==> src/rtl/fetch_decode_control_pkg.sv <==
// fetch_decode_control_pkg: shared state encoding, mux constants and strobe decode for the fetch/decode sequencer.
// Optional build macro FETCH_CTRL_INTERRUPT_EN enables the memory write strobe of the interrupt cycle.
package fetch_decode_control_pkg;

    typedef enum logic [3:0] {
        S_IDLE, S_T0, S_T1, S_T2, S_T3, S_EXEC, S_HALT, S_INT0, S_INT1, S_INT2
    } state_t;

    localparam logic [1:0]  SRC_PC     = 2'd0;
    localparam logic [1:0]  SRC_IR     = 2'd1;
    localparam logic [1:0]  SRC_MEM    = 2'd2;
    localparam logic [2:0]  OPC_REG_IO = 3'd7;
    localparam logic [15:0] HLT_WORD   = 16'h7001;

    typedef struct packed {
        logic       ar_ld;
        logic       ar_clr;
        logic [1:0] ar_src;
        logic       pc_inr;
        logic       pc_clr;
        logic       ir_ld;
        logic       mem_rd;
        logic       mem_wr;
        logic       halted;
    } ctl_t;

    function automatic ctl_t decode(input state_t s);
        ctl_t c;
        c = '0;
        case (s)
            S_T0:   c.ar_ld = 1'b1;
            S_T1:   begin c.mem_rd = 1'b1; c.ir_ld = 1'b1; c.pc_inr = 1'b1; end
            S_T2:   begin c.ar_ld = 1'b1; c.ar_src = SRC_IR; end
            S_T3:   begin c.mem_rd = 1'b1; c.ar_ld = 1'b1; c.ar_src = SRC_MEM; end
            S_HALT: c.halted = 1'b1;
            S_INT0: c.ar_clr = 1'b1;
`ifdef FETCH_CTRL_INTERRUPT_EN
            S_INT1: begin c.mem_wr = 1'b1; c.pc_clr = 1'b1; end
`else
            S_INT1: c.pc_clr = 1'b1;
`endif
            S_INT2: c.pc_inr = 1'b1;
            default: ;
        endcase
        return c;
    endfunction

endpackage

==> src/rtl/fetch_decode_control.sv <==
// fetch_decode_control: instruction-cycle sequencer (fetch, decode, indirect, execute handoff) for the accumulator CPU.
// Ports: CLK clock; CLR sync active-high reset; START run request; IR current instruction word;
//        EXEC_DONE execute finished; IRQ interrupt request (only with FETCH_CTRL_INTERRUPT_EN);
//        AR_LD/AR_CLR/AR_SRC AR controls; PC_INR/PC_CLR PC controls; IR_LD IR load;
//        MEM_RD/MEM_WR memory strobes; EXEC_START execute start pulse; OPCODE/I_FLAG latched fields;
//        SC sequence count; HALTED high in HALT.
// Optional build macro FETCH_CTRL_INTERRUPT_EN adds the IRQ input and the INT0-INT2 interrupt cycle.
module fetch_decode_control
    import fetch_decode_control_pkg::*;
#(
    parameter int ADDR_W = 12,
    parameter int WORD_W = 16,
    parameter int SC_W   = 4
) (
    input  logic              CLK,
    input  logic              CLR,
    input  logic              START,
    input  logic [WORD_W-1:0] IR,
    input  logic              EXEC_DONE,
`ifdef FETCH_CTRL_INTERRUPT_EN
    input  logic              IRQ,
`endif
    output logic              AR_LD,
    output logic              AR_CLR,
    output logic [1:0]        AR_SRC,
    output logic              PC_INR,
    output logic              PC_CLR,
    output logic              IR_LD,
    output logic              MEM_RD,
    output logic              MEM_WR,
    output logic              EXEC_START,
    output logic [2:0]        OPCODE,
    output logic              I_FLAG,
    output logic [SC_W-1:0]   SC,
    output logic              HALTED
);

    state_t st, nxt;
    ctl_t   ctl;
    logic   go_int;

`ifdef FETCH_CTRL_INTERRUPT_EN
    assign go_int = IRQ;
`else
    assign go_int = 1'b0;
`endif

    always_comb begin
        nxt = st;
        case (st)
            S_IDLE, S_HALT: nxt = START ? S_T0 : st;
            S_T0:   nxt = S_T1;
            S_T1:   nxt = S_T2;
            S_T2:   nxt = (IR == WORD_W'(HLT_WORD)) ? S_HALT :
                          (IR[WORD_W-2:ADDR_W] != OPC_REG_IO && IR[WORD_W-1]) ? S_T3 : S_EXEC;
            S_T3:   nxt = S_EXEC;
            S_EXEC: nxt = EXEC_DONE ? (go_int ? S_INT0 : S_T0) : S_EXEC;
            S_INT0: nxt = S_INT1;
            S_INT1: nxt = S_INT2;
            S_INT2: nxt = S_T0;
            default: nxt = S_IDLE;
        endcase
    end

    // Strobes are decoded from the next state so they are registered yet still
    // line up with the state they belong to.
    always_ff @(posedge CLK) begin
        if (CLR) begin
            st         <= S_IDLE;
            ctl        <= '0;
            EXEC_START <= 1'b0;
            OPCODE     <= '0;
            I_FLAG     <= 1'b0;
            SC         <= '0;
        end else begin
            st         <= nxt;
            ctl        <= decode(nxt);
            EXEC_START <= nxt == S_EXEC && st != S_EXEC;
            SC         <= (nxt inside {S_IDLE, S_T0, S_HALT}) ? '0 : (&SC ? SC : SC + SC_W'(1));
            if (st == S_T2) begin
                OPCODE <= IR[WORD_W-2:ADDR_W];
                I_FLAG <= IR[WORD_W-1];
            end
        end
    end

    assign AR_LD  = ctl.ar_ld;
    assign AR_CLR = ctl.ar_clr;
    assign AR_SRC = ctl.ar_src;
    assign PC_INR = ctl.pc_inr;
    assign PC_CLR = ctl.pc_clr;
    assign IR_LD  = ctl.ir_ld;
    assign MEM_RD = ctl.mem_rd;
    assign MEM_WR = ctl.mem_wr;
    assign HALTED = ctl.halted;

endmodule

==> config.mk <==
export PLATFORM = sky130hd
export DESIGN_NAME = fetch_decode_control
export DESIGN_NICKNAME = d
export VERILOG_FILES = /design/src/rtl/fetch_decode_control_pkg.sv /design/src/rtl/fetch_decode_control.sv
export SDC_FILE = /design/constraint.sdc
export NUM_CORES = 1
export LEC_CHECK = 0
export BUFFER_PORTS_ARGS = -buffer_cell sky130_fd_sc_hd__buf_2
export CAP_MARGIN = 5
export CORE_MARGIN = 2
export CORE_UTILIZATION = 42
export CTS_BUF_LIST = sky130_fd_sc_hd__clkbuf_16
export CTS_CLUSTER_DIAMETER = 50
export DETAILED_ROUTE_END_ITERATION = 7
export PLACE_DENSITY = 0.8
export SYNTH_ARGS = -nofsm -noshare
export SYNTH_HDL_FRONTEND = slang
export SYNTH_SLANG_ARGS = --single-unit
==> constraint.sdc <==
create_clock -name CLK -period 1.6 [get_ports CLK]
set_input_delay 0.32 -clock CLK [delete_from_list [all_inputs] [get_ports CLK]]
set_output_delay 0.32 -clock CLK [all_outputs]
set_load 0.01 [all_outputs]
# Word-level counts from Yosys, hierarchy flattened
# Cells that the tools add are included.
# word_totals
regBits,23
inputBits,20
output_inout_bits,19
word_cells,60
# op_classes
add_sub_neg,1
eq_ne,21
muxes,13
n_reduce_logical,11
# op_table
cell,n
4-bit one-hot mux with 9 select lines,1
"4-bit by 3-bit equality test with 1-bit output, second input constant",8
"16-bit by 15-bit equality test with 1-bit output, second input constant",1
"4-bit by 2-bit equality test with 1-bit output, second input constant",4
"4-bit equality test, second input constant",4
"4-bit by 1-bit equality test with 1-bit output, second input constant",2
4-bit zero test,2
1-bit two-way mux,8
2-bit OR reduction,4
"4-bit by 1-bit adder with 4-bit output, second input constant",1
4-bit two-way mux,1
"4-bit by 3-bit inequality test with 1-bit output, second input constant",1
2-bit one-hot mux with 2 select lines,1
4-bit AND reduction,1
3-bit two-way mux,1
"3-bit inequality test, second input constant",1
3-bit nonzero test,1
3-bit OR reduction,1
1-bit logical AND,2
2-bit two-way mux,1

# Logic depth before layout (Yosys ltp)
# Gate-level depths: netlist of run 1.
# depth
word_depth,8
mapped_depth,7
ltp_nobuf,5

# Least setup slack after synthesis of run 1
# No wires, ideal clock.
# synth_path
path_type,input-to-reg
startpoint,input port IR[4]
endpoint,register SC[0]
setup_ps,92
arrival_time_ps,1624
required_time_ps,1508
setup_slack_ps,-116
path_stages,5
n_path_buf,0
cell_sequence,or4_4 -> nor4_4 -> a32oi_2 -> nor3b_4 -> nor4_1
# synth_between
elab_chain_len,6
elab_cells_between_ends,8
cone_classes,eq/ne (3); mux (2); reduce/logical (3)
# synth_rtl
element,line,text
"start, declared",fetch_decode_control.sv:18,"input logic [WORD_W-1:0] IR,"
16-bit by 15-bit equality test with 1-bit output *,fetch_decode_control.sv:54,S_T2: nxt = (IR == WORD_W'(HLT_WORD)) ? S_HALT :
2-bit two-way mux *,fetch_decode_control.sv:54,
4-bit one-hot mux with 9 select lines *,fetch_decode_control.sv:50,case (st)
"4-bit by 1-bit equality test with 1-bit output, or another cell as far along",fetch_decode_control.sv:79,"SC <= (nxt inside {S_IDLE, S_T0, S_HALT}) ? '0 : (&SC ? SC : SC + SC_W'(1));"
3-bit nonzero test *,fetch_decode_control.sv:79,
2-bit OR reduction (no source line) *,n/a,
"end signal, assigned",fetch_decode_control.sv:79,
"end, declared",fetch_decode_control.sv:34,"output logic [SC_W-1:0] SC,"
# Every way passes the cells marked *; elsewhere a longest branch is shown, timed or not.
# A chain may end at the register's enable or synchronous reset.

# Final worst setup path of run 1
# layout_path
startpoint,input port IR[4]
endpoint,register ctl (netlist bit HALTED)
# layout_between
elab_chain_len,5
# layout_rtl
element,line,text
16-bit by 15-bit equality test with 1-bit output,fetch_decode_control.sv:54,
2-bit two-way mux,fetch_decode_control.sv:54,
4-bit one-hot mux with 9 select lines,fetch_decode_control.sv:50,
4-bit by 3-bit equality test with 1-bit output,fetch_decode_control_pkg.sv:30,case (s)
1-bit two-way mux,fetch_decode_control_pkg.sv:30,
"end signal, assigned",fetch_decode_control.sv:77,ctl <= decode(nxt);
"end, declared",fetch_decode_control.sv:39,ctl_t ctl;
# Every way passes these cells.

==> results of run 1 <==
-- sequential cells by signal (all words and copies together), names as in the netlist, 2 cells and up --
name / flops
AR_SRC: 2
OPCODE: 3
SC: 4
st: 4
-- synth_stat cells, drive strengths merged (2+ instances only) --
master,n
nand3,4
nand2,3
xnor2,2
o21ai,4
dfxtp,22
nor3b,2
nor2,11
nor2b,4
nand3b,3
a21oi,5
nor4,6
buf,6
mux2i,6
and2,6
nor3,4
inv,2
-- worst paths after layout --
path              slack (ps)  startpoint   endpoint
setup / recovery         -80       IR[4]     HALTED
hold / removal           350      IR[12]  OPCODE[0]
setup reg to reg         -60       st[1]      SC[0]
hold reg to reg          510   OPCODE[0]  OPCODE[0]
-- power by group --
group	switching, W	leakage, nW	total, W	internal [W]
sequential	0.0000265	0.181	0.000614	0.000588
clock	0.000185	0.0385	0.000518	0.000333
combinational	0.000187	0.490	0.000400	0.000213
total	0.000398	0.709	0.00153	0.00113
-- kinds of logic after synthesis --
| group | Yosys count |
|---|---|
| AO/OA/AOI/OAI | 15 |
| XOR/XNOR | 2 |
| adder cells (fa/ha/maj) | 1 |
| buffers and inverters | 9 |
| flip-flops | 22 |
| multiplexers | 7 |
| other | 1 |
| AND/OR/NAND/NOR | 53 |
-- worst max-delay path, stage by stage --
cell and delay, ps:
buf_6 90, or4_4 530, nor4_4 130, buf_4 180, a32oi_4 140, and2b_4 340, and2_4 150
-- layout by cell type, fill, tap and decap left out, types with 2 or more instances in the layout --
| master | Yosys | final |
|---|---|---|
| buf_2 | 2 | 35 |
| dfxtp_1 | 22 | 19 |
| buf_4 | 1 | 19 |
| nor2_1 | 11 | 11 |
| mux2i_1 | 6 | 6 |
| nand3_1 | 4 | 4 |
| o21ai_0 | 4 | 4 |
| nor4_2 | 0 | 4 |
| and2_1 | 5 | 4 |
| a21oi_1 | 4 | 3 |
| nand2_1 | 3 | 3 |
| nand3b_1 | 3 | 3 |
| clkbuf_16 | 0 | 3 |
| conb_1 | 1 | 2 |
| nor3_4 | 1 | 2 |
| nor4_4 | 2 | 2 |
| nor2b_2 | 1 | 2 |
| inv_1 | 2 | 2 |
| nor2b_1 | 3 | 2 |
| a21oi_2 | 1 | 2 |
| xnor2_1 | 2 | 2 |
| nor3_1 | 2 | 2 |
| buf_6 | 3 | 2 |
| dfxtp_2 | 0 | 2 |
-- final cells by class --
type / instances / share of cell area [%]
multi-input combinational: 80 / 42.2
sequential: 22 / 28.4
inverter: 2 / 0.477
clock buffer: 3 / 4.77
timing repair buffer: 56 / 21.6
clock inverter: 1 / 0.238
tap: 30 / 2.38
-- repair_timing --
action	4_1_cts	5_1_grt
pin swaps	3	3
resized for setup	13	9
setup buffers	4	1
endpoints found under the setup margin	11	12
hold buffers	0	0
-- through the flow --
| step | cell area, um^2 | setup TNS (ps) | util, % | instances |
|---|---|---|---|---|
| final | 1580 | -501 | 63.6 | 194 |
| after global routing | 1580 | -1050 | 63.6 | 194 |
| after CTS | 1530 | -239 | 61.7 | 193 |
| after detailed placement | 1370 | -4330 | 55.2 | 185 |
| after global placement | 1370 | -3330 | 55.2 | 185 |
| after floorplan | 1090 | -949 | - | 111 |
-- metal layers --
metal,GRT usage [%],wire length (um)
met1,22.6,1040
met2,35.7,1410
met4,3.25,18
met3,6.45,151
met5,0,0
==> flow_summary_export.csv, run 1 <==
group,metric,value,unit
timing,finalCritPeriodShare,105,%
timing,setup_ws,-79.7,ps
placed_design,pre_cts_slack,-429,ps
synth,ys.warnings.count,0,
clock_network,clk_path_buf_depth,2,
floorplanning,die_area,3020,um^2
grt,grt_pass1_vias,939,
floorplanning,core-area,2480,um^2
timing,fmax,595,MHz
clock_network,htreeDepth,1,
worst_setup_path,path_max_fanout,5,
timing,worst_clock_skew,3.65,ps
drt,drtPass1Iterations,4,
power_and_ir_drop,p_per_area,973,nW/um^2
worst_setup_path,reg2reg_depth,5,
floorplanning,die_w,55.0,um
drt,drc_errors,0,
timing,hold_viol_final,0,
synth,synth_xor_area_share,1.61,%
drt,drt-total-wl,2.62,mm
floorplanning,ioPinCount,39,
synth,synth_top_family_by_area,"simple AND/OR/NAND/NOR gates",
grt,grt.total_usage,19.6,%
synth,synthAdderAreaFrac,1.15,%
timing,setup_viol,9,
run_status,violations,"setup timing",
synth,ys_ff_latch,22,
worst_setup_path,required,1800,ps
synth,synth.area.mux_share,6.54,%
grt,gr-total-overflow,0,
drt,ant_nets,0,
timing,drv_slew,0,
hold_path,hold_path_class,"input pin to register",
drt,routedWlPerCell,13.5,um
finish,layout-drive-gt1-share,51.8,%
clock_network,numCtsBuffers,3,
synth,synth_area_leaders,"dfxtp_1 (40%), mux2i_1 (5.5%), nor4_4 (3.9%)",
power_and_ir_drop,ir_worst_vdd,1.18,mV
finish,seq_area,447,um^2
grt,grt_max_degree,18,
timing,grt_setup_unrepaired,"true",
worst_setup_path,critPathKind,"input pin to register",
floorplanning,row_count,18,
job,max-cap-violations,0,
clock_network,clock-sinks,22,
floorplanning,die_height,55.0,um
drt,via_per_inst,5.16,
finish,area_growth,44.4,%
synth,synth_area,1090,um^2
synth,avgSynthCellArea,9.92,um^2
clock_network,cts_tree,"built",
hold_path,holdPathStages,3,
clock_network,clock_latency,250,ps
clock_network,clock-root-buffer,"clkbuf_16",
synth,synth-seq-area-share,40.4,%
drt,drt_iter0_markers,11,
power_and_ir_drop,p_leak,0.709,nW
synth,ys_types,45,
worst_setup_path,critPathLaunchType,"input pin",
worst_setup_path,endpoint_kind,"register",
grt,grt_pass1_wl,4.16,mm
floorplanning,start_util,44.0,%
worst_setup_path,cp.arrival,1880,ps
synth,synthSimpleGateAreaFrac,34.9,%
finish,antenna_cells,0,
timing,whs,347,ps
finish,nets,186,
placed_design,post-dp-hpwl,1.87,mm
synth,synthArstFlopShare,0,%
placed_design,port_buffers,37,
finish,fill_cells,203,
synth,synth-edff-count,0,
synth,yosys.area.top_type_share,40.4,%
grt,antenna_found_initial,0,
synth,synth-compound-area-share,9.40,%
drt,vias,1002,
clock_network,clkSlewWorstSetupHoldPaths,60,ps
synth,synth_flop_cell,"dfxtp_1",
synth,synth_cells,110,
synth,synth_area_leader_cell,"dfxtp_1",
finish,multi_input_area,664,um^2
placed_design,place_congestion,0.835,
timing,min_period,1680,ps
power_and_ir_drop,power,0.00153,W
run_status,status,"finished with violations",
(Power assumes the default switching activity.)
==> inputs of run 2 (changes only) <==
- PLACE_DENSITY: 0.8 -> 0.77
- clock period: 1.6 -> 1.9 ns (I/O delays scaled with it)
==> run 2 against run 1 <==
  * The flow now finishes without violations
  * Clock skew decreased by 0.96 ps
  * Register-to-register slack better by 230 ps
  * Power down 12%
  * Critical path type unchanged
  * Critical endpoint is now SC[1]
  * Largest cell class unchanged
==> flow_summary_export.csv, run 2 (synthesized netlist as in run 1, its figures left out) <==
group,metric,value,unit
clock_network,clkSlewWorstSetupHoldPaths,60,ps
worst_setup_path,cpPeakStageDelay,530,ps
power_and_ir_drop,p_per_area,960,nW/um^2
floorplanning,die_w,55.0,um
power_and_ir_drop,power,0.00135,W
timing,min_period,1770,ps
clock_network,hold_buffers,0,
worst_setup_path,reg2reg_slack,170,ps
placed_design,post-dp-hpwl,1.69,mm
timing,hold_viol_final,0,
clock_network,cts_tree,"built",
worst_setup_path,reg2reg_depth,5,
drt,vias,934,
clock_network,cts_resized,0,
placed_design,placed_area,1290,um^2
grt,grt_max_degree,18,
hold_path,min_from,"IR[13]",
clock_network,cts_setup_buffers,0,
finish,area_growth,28.4,%
run_status,status,"finished, final reports clean",
clock_network,clock_latency,260,ps
job,max-cap-violations,0,
grt,antenna_found_initial,0,
finish,biggestRegsByFlops,"SC x4, st x4, OPCODE x3",
timing,drv_slew,0,
power_and_ir_drop,clockPowerShare,44.2,%
timing,setup_ws,131,ps
worst_setup_path,reg2reg_to,"SC[1]",
drt,drtPass1Iterations,4,
finish,layout_commonest_cell,"buf_2",
power_and_ir_drop,intPower,0.00102,W
floorplanning,core-area,2480,um^2
finish,fin_area,1400,um^2
clock_network,clock-sinks,22,
drt,ant_nets,0,
floorplanning,row_count,18,
placed_design,pre_cts_slack,-146,ps
worst_setup_path,critPathLaunchType,"input pin",
clock_network,clk_path_buf_depth,2,
timing,fmax,565,MHz
worst_setup_path,cp.arrival,1940,ps
power_and_ir_drop,ir_worst_vdd,0.807,mV
grt,gr-total-overflow,0,
clock_network,clock-root-buffer,"clkbuf_16",
power_and_ir_drop,p_comb_share,17.1,%
floorplanning,die_area,3020,um^2
timing,worst_clock_skew,2.70,ps
worst_setup_path,cp_top_family,"simple AND/OR/NAND/NOR gates",
power_and_ir_drop,switchingPower,0.000321,W
worst_setup_path,reg2reg_from,"st[3]",
worst_setup_path,path_buf_inv,1,
worst_setup_path,worstPathCellList,"buf_2 > or4_4 > nor4_4 > a32oi_2 > nor3b_4 > nor4_1",
finish,antenna_cells,0,
worst_setup_path,path_max_fanout,5,
power_and_ir_drop,p_leak,0.629,nW
worst_setup_path,critical-path-slowest-cell,"or4_4",
hold_path,hold_path_class,"input pin to register",
floorplanning,ioPinCount,39,
worst_setup_path,endpoint_kind,"register",
power_and_ir_drop,netSwitchingFraction,23.8,%
floorplanning,die_height,55.0,um
finish,nets,171,
timing,timing.setup.tns,0,ps
worst_setup_path,required,2070,ps
hold_path,holdPathStages,3,
timing,whs,396,ps
floorplanning,start_util,44.0,%
timing,setup_viol,0,
power_and_ir_drop,p_seq_share,38.7,%
clock_network,numCtsBuffers,3,
worst_setup_path,critPathKind,"input pin to register",
drt,drc_errors,0,
placed_design,port_buffers,37,
drt,routedWlPerCell,12.5,um
drt,via_per_inst,5.22,
grt,grt_pass1_wl,3.62,mm
finish,layout-drive-gt1-share,40.3,%
finish,layout_common_cells,"buf_2 (37), dfxtp_1 (19), nor2_1 (11)",
grt,grt_pass1_vias,841,
timing,finalCritPeriodShare,93.1,%
grt,grt.total_usage,16.6,%
placed_design,place_congestion,0.799,
hold_path,holdPathEnd,"OPCODE[1]",
clock_network,htreeDepth,1,
timing,grt_setup_unrepaired,"false",
drt,drt_iter0_markers,21,
drt,drt-total-wl,2.24,mm
## run 2: power groups by stage
stage	clock (W)	sequential (W)	combinational (W)
after floorplan	0	0.000532	0.000148
after global placement	0	0.000528	0.000221
after detailed placement	0	0.000530	0.000229
after CTS	0.000608	0.000519	0.000231
after global routing	0.000629	0.000527	0.000257
final	0.000595	0.000521	0.000230
## run 2: worst reg2reg max path, stage by stage (launching register included)
cell	delay, ps
dfxtp_1	500
nor2b_2	100
nor3b_1	170
a32oi_2	330
and2b_2	300
nor4_1	250
## run 2: through the flow
stage | cells | utilization (%)
2_1_floorplan | 111 | -
3_3_place_gp | 175 | 52.2
3_5_place_dp | 175 | 52.2
4_1_cts | 179 | 56.4
5_1_grt | 179 | 56.6
6_report | 179 | 56.6
## run 2: metal layers
layer / global-route usage (%) / share of wire, % / vias to the layer above
met5: 0 / 0 / -
met4: 4.88 / 0.98 / 0
met3: 3.76 / 6.1 / 2
met2: 28.2 / 52 / 35
met1: 21.1 / 41 / 430
li1: - / - / 467
## run 2: worst max-delay path by stage
| stage | start | endpoint | slack [ps] | depth (start not counted) |
|---|---|---|---|---|
| 2_1_floorplan | IR[4] | SC[0] | 120 | 5 |
| 3_3_place_gp | IR[4] | SC[1] | -80 | 6 |
| 3_5_place_dp | IR[4] | SC[1] | -150 | 6 |
| 4_1_cts | st[1] | SC[1] | 60 | 5 |
| 5_1_grt | st[3] | SC[2] | 30 | 5 |
| 6_report | IR[4] | SC[1] | 130 | 6 |
## run 2: area by class of cell
type                    instances  area [um^2]
fillers                       233         1080
multi-input cells              80          592
flip-flops and latches         22          444
repair buffers                 41          215
clock buffers                   3         75.1
well taps                      30         37.5
clock inverters                 1         30.0
inverters                       2         7.51
==> inputs of run 3 (changes only) <==
- CORE_UTILIZATION: 42 -> 48
- PLACE_DENSITY: 0.77 -> 0.78
==> run 3 against run 2 <==
  * Count of clock-buffer cells in the layout did not move
  * Maximum frequency is 2.2% lower
  * Cell area rose by 0.80%
  * Combinational power about the same
  * Clock power decreased by 2%
  * Largest power group unchanged
  * Utilization increased by 8.5 points
  * Clock skew is 1.4 ps lower
  * Largest cell class unchanged
  * Critical path type unchanged
  * Cell count fell by 0.56%
  * Die area down 12%
  * Global-route usage increased by 1.1 points
==> flow_summary_export.csv, run 3 (synthesized netlist as in run 1, its figures left out) <==
group,metric,value,unit
run_status,status,"finished, final reports clean",
clock_network,clock-root-buffer,"clkbuf_16",
timing,fmax,553,MHz
power_and_ir_drop,p_comb_share,17.3,%
placed_design,pre_cts_slack,-161,ps
power_and_ir_drop,switchingPower,0.000307,W
floorplanning,start_util,50.3,%
grt,grt.total_usage,17.8,%
finish,area_growth,29.5,%
finish,nets,172,
drt,drt_iter0_markers,9,
drt,vias,926,
finish,fin_area,1410,um^2
clock_network,hold_buffers,0,
floorplanning,ioPinCount,39,
finish,layout_commonest_cell,"buf_2",
clock_network,clock_latency,250,ps
placed_design,place_congestion,0.792,
timing,grt_setup_unrepaired,"true",
drt,ant_nets,0,
job,max-cap-violations,0,
floorplanning,row_count,17,
power_and_ir_drop,netSwitchingFraction,23.1,%
power_and_ir_drop,p_seq_share,39.1,%
drt,drc_errors,0,
floorplanning,die_w,51.7,um
finish,fill_cells,194,
hold_path,hold_path_class,"input pin to register",
finish,layout_common_cells,"buf_2 (37), dfxtp_1 (18), nor2_1 (11)",
drt,routedWlPerCell,12.1,um
finish,biggestRegsByFlops,"SC x4, st x4, OPCODE x3",
worst_setup_path,path_max_fanout,5,
timing,min_period,1810,ps
finish,layout-drive-gt1-share,42.0,%
power_and_ir_drop,p_per_area,943,nW/um^2
grt,grt_max_degree,18,
timing,drv_slew,0,
worst_setup_path,endpoint_kind,"register",
finish,antenna_cells,0,
placed_design,placed_area,1290,um^2
power_and_ir_drop,ir_worst_vdd,0.770,mV
timing,finalCritPeriodShare,95.3,%
power_and_ir_drop,intPower,0.00103,W
grt,grt_pass1_vias,856,
clock_network,numCtsBuffers,3,
timing,setup_ws,90.2,ps
worst_setup_path,critPathKind,"input pin to register",
finish,postLayoutCoreUtil,65.1,%
grt,antenna_found_initial,0,
floorplanning,core-area,2170,um^2
drt,via_per_inst,5.20,
power_and_ir_drop,p_leak,0.636,nW
clock_network,clkSlewWorstSetupHoldPaths,60,ps
timing,whs,394,ps
drt,drt-total-wl,2.16,mm
worst_setup_path,critPathLaunchType,"input pin",
timing,setup_viol,0,
floorplanning,die_area,2670,um^2
worst_setup_path,cp.arrival,2010,ps
timing,worst_clock_skew,1.29,ps
clock_network,clk_path_buf_depth,2,
floorplanning,die_height,51.7,um
worst_setup_path,required,2100,ps
drt,drtPass1Iterations,4,
power_and_ir_drop,power,0.00133,W
clock_network,cts_tree,"built",
timing,hold_viol_final,0,
clock_network,clock-sinks,22,
placed_design,port_buffers,37,
grt,gr-total-overflow,0,
placed_design,post-dp-hpwl,1.63,mm
clock_network,htreeDepth,1,
grt,grt_pass1_wl,3.55,mm
power_and_ir_drop,clockPowerShare,43.7,%
## run 3: changes by cell type in the layout (fill, tap and decap cells not counted), sizes merged
cell	change
buf	+1
## run 3: path summary, 6_finish.rpt
check | start | cells past startpoint | endpoint | slack (ps)
worst max register to register | st[2] | 5 | SC[2] | 170
worst max-delay path | IR[4] | 7 | PC_CLR | 90
worst min register to register | OPCODE[1] | 2 | OPCODE[1] | 490
worst min-delay path | IR[13] | 3 | OPCODE[1] | 390
## run 3: final cells by class
| cell class | instances | area [um^2] | share of cell area, % |
|---|---|---|---|
| Multi-Input combinational cell | 80 | 597 | 42.2 |
| Sequential cell | 22 | 445 | 31.5 |
| Timing Repair Buffer | 42 | 223 | 15.8 |
| Clock buffer | 3 | 75.1 | 5.31 |
| Tap cell | 28 | 35.0 | 2.48 |
| Clock inverter | 1 | 30.0 | 2.13 |
| Inverter | 2 | 7.51 | 0.531 |
## run 3: timing repair
item / in CTS / in global routing
resized for setup: 0 / 5
buffers inserted: 0 / 1
setup endpoints to repair: 0 / 4
## run 3: power by group through the flow
stage | combinational, W | clock, W | sequential, W
finish | 0.000230 | 0.000582 | 0.000520
detailed placement | 0.000227 | 0 | 0.000529
global route | 0.000256 | 0.000604 | 0.000526
CTS | 0.000233 | 0.000588 | 0.000519
floorplan | 0.000148 | 0 | 0.000532
global placement | 0.000220 | 0 | 0.000528
## run 3: layer usage
metal | vias to the layer above | global-route usage [%] | part of all wire, % | wire length [um]
li1 | 466 | - | - | -
met1 | 426 | 20.5 | 41 | 892
met2 | 32 | 32.3 | 52 | 1120
met3 | 2 | 6.03 | 6.4 | 138
met4 | 0 | 2.63 | 0.37 | 8
met5 | - | 0 | 0 | 0
## run 3: worst max-delay path: stages
cell     delay (ps)
buf_2           100
or4_4           530
nor4_4          200
buf_4           180
a21oi_2          80
nor3_2          350
and2_1          180
## run 3: through the flow
| step | setup TNS, ps | instances |
|---|---|---|
| floorplan | 0 | 111 |
| CTS | 0 | 177 |
| global placement | -561 | 173 |
| detailed placement | -1120 | 173 |
| global route | -4.82 | 178 |
| finish | 0 | 178 |
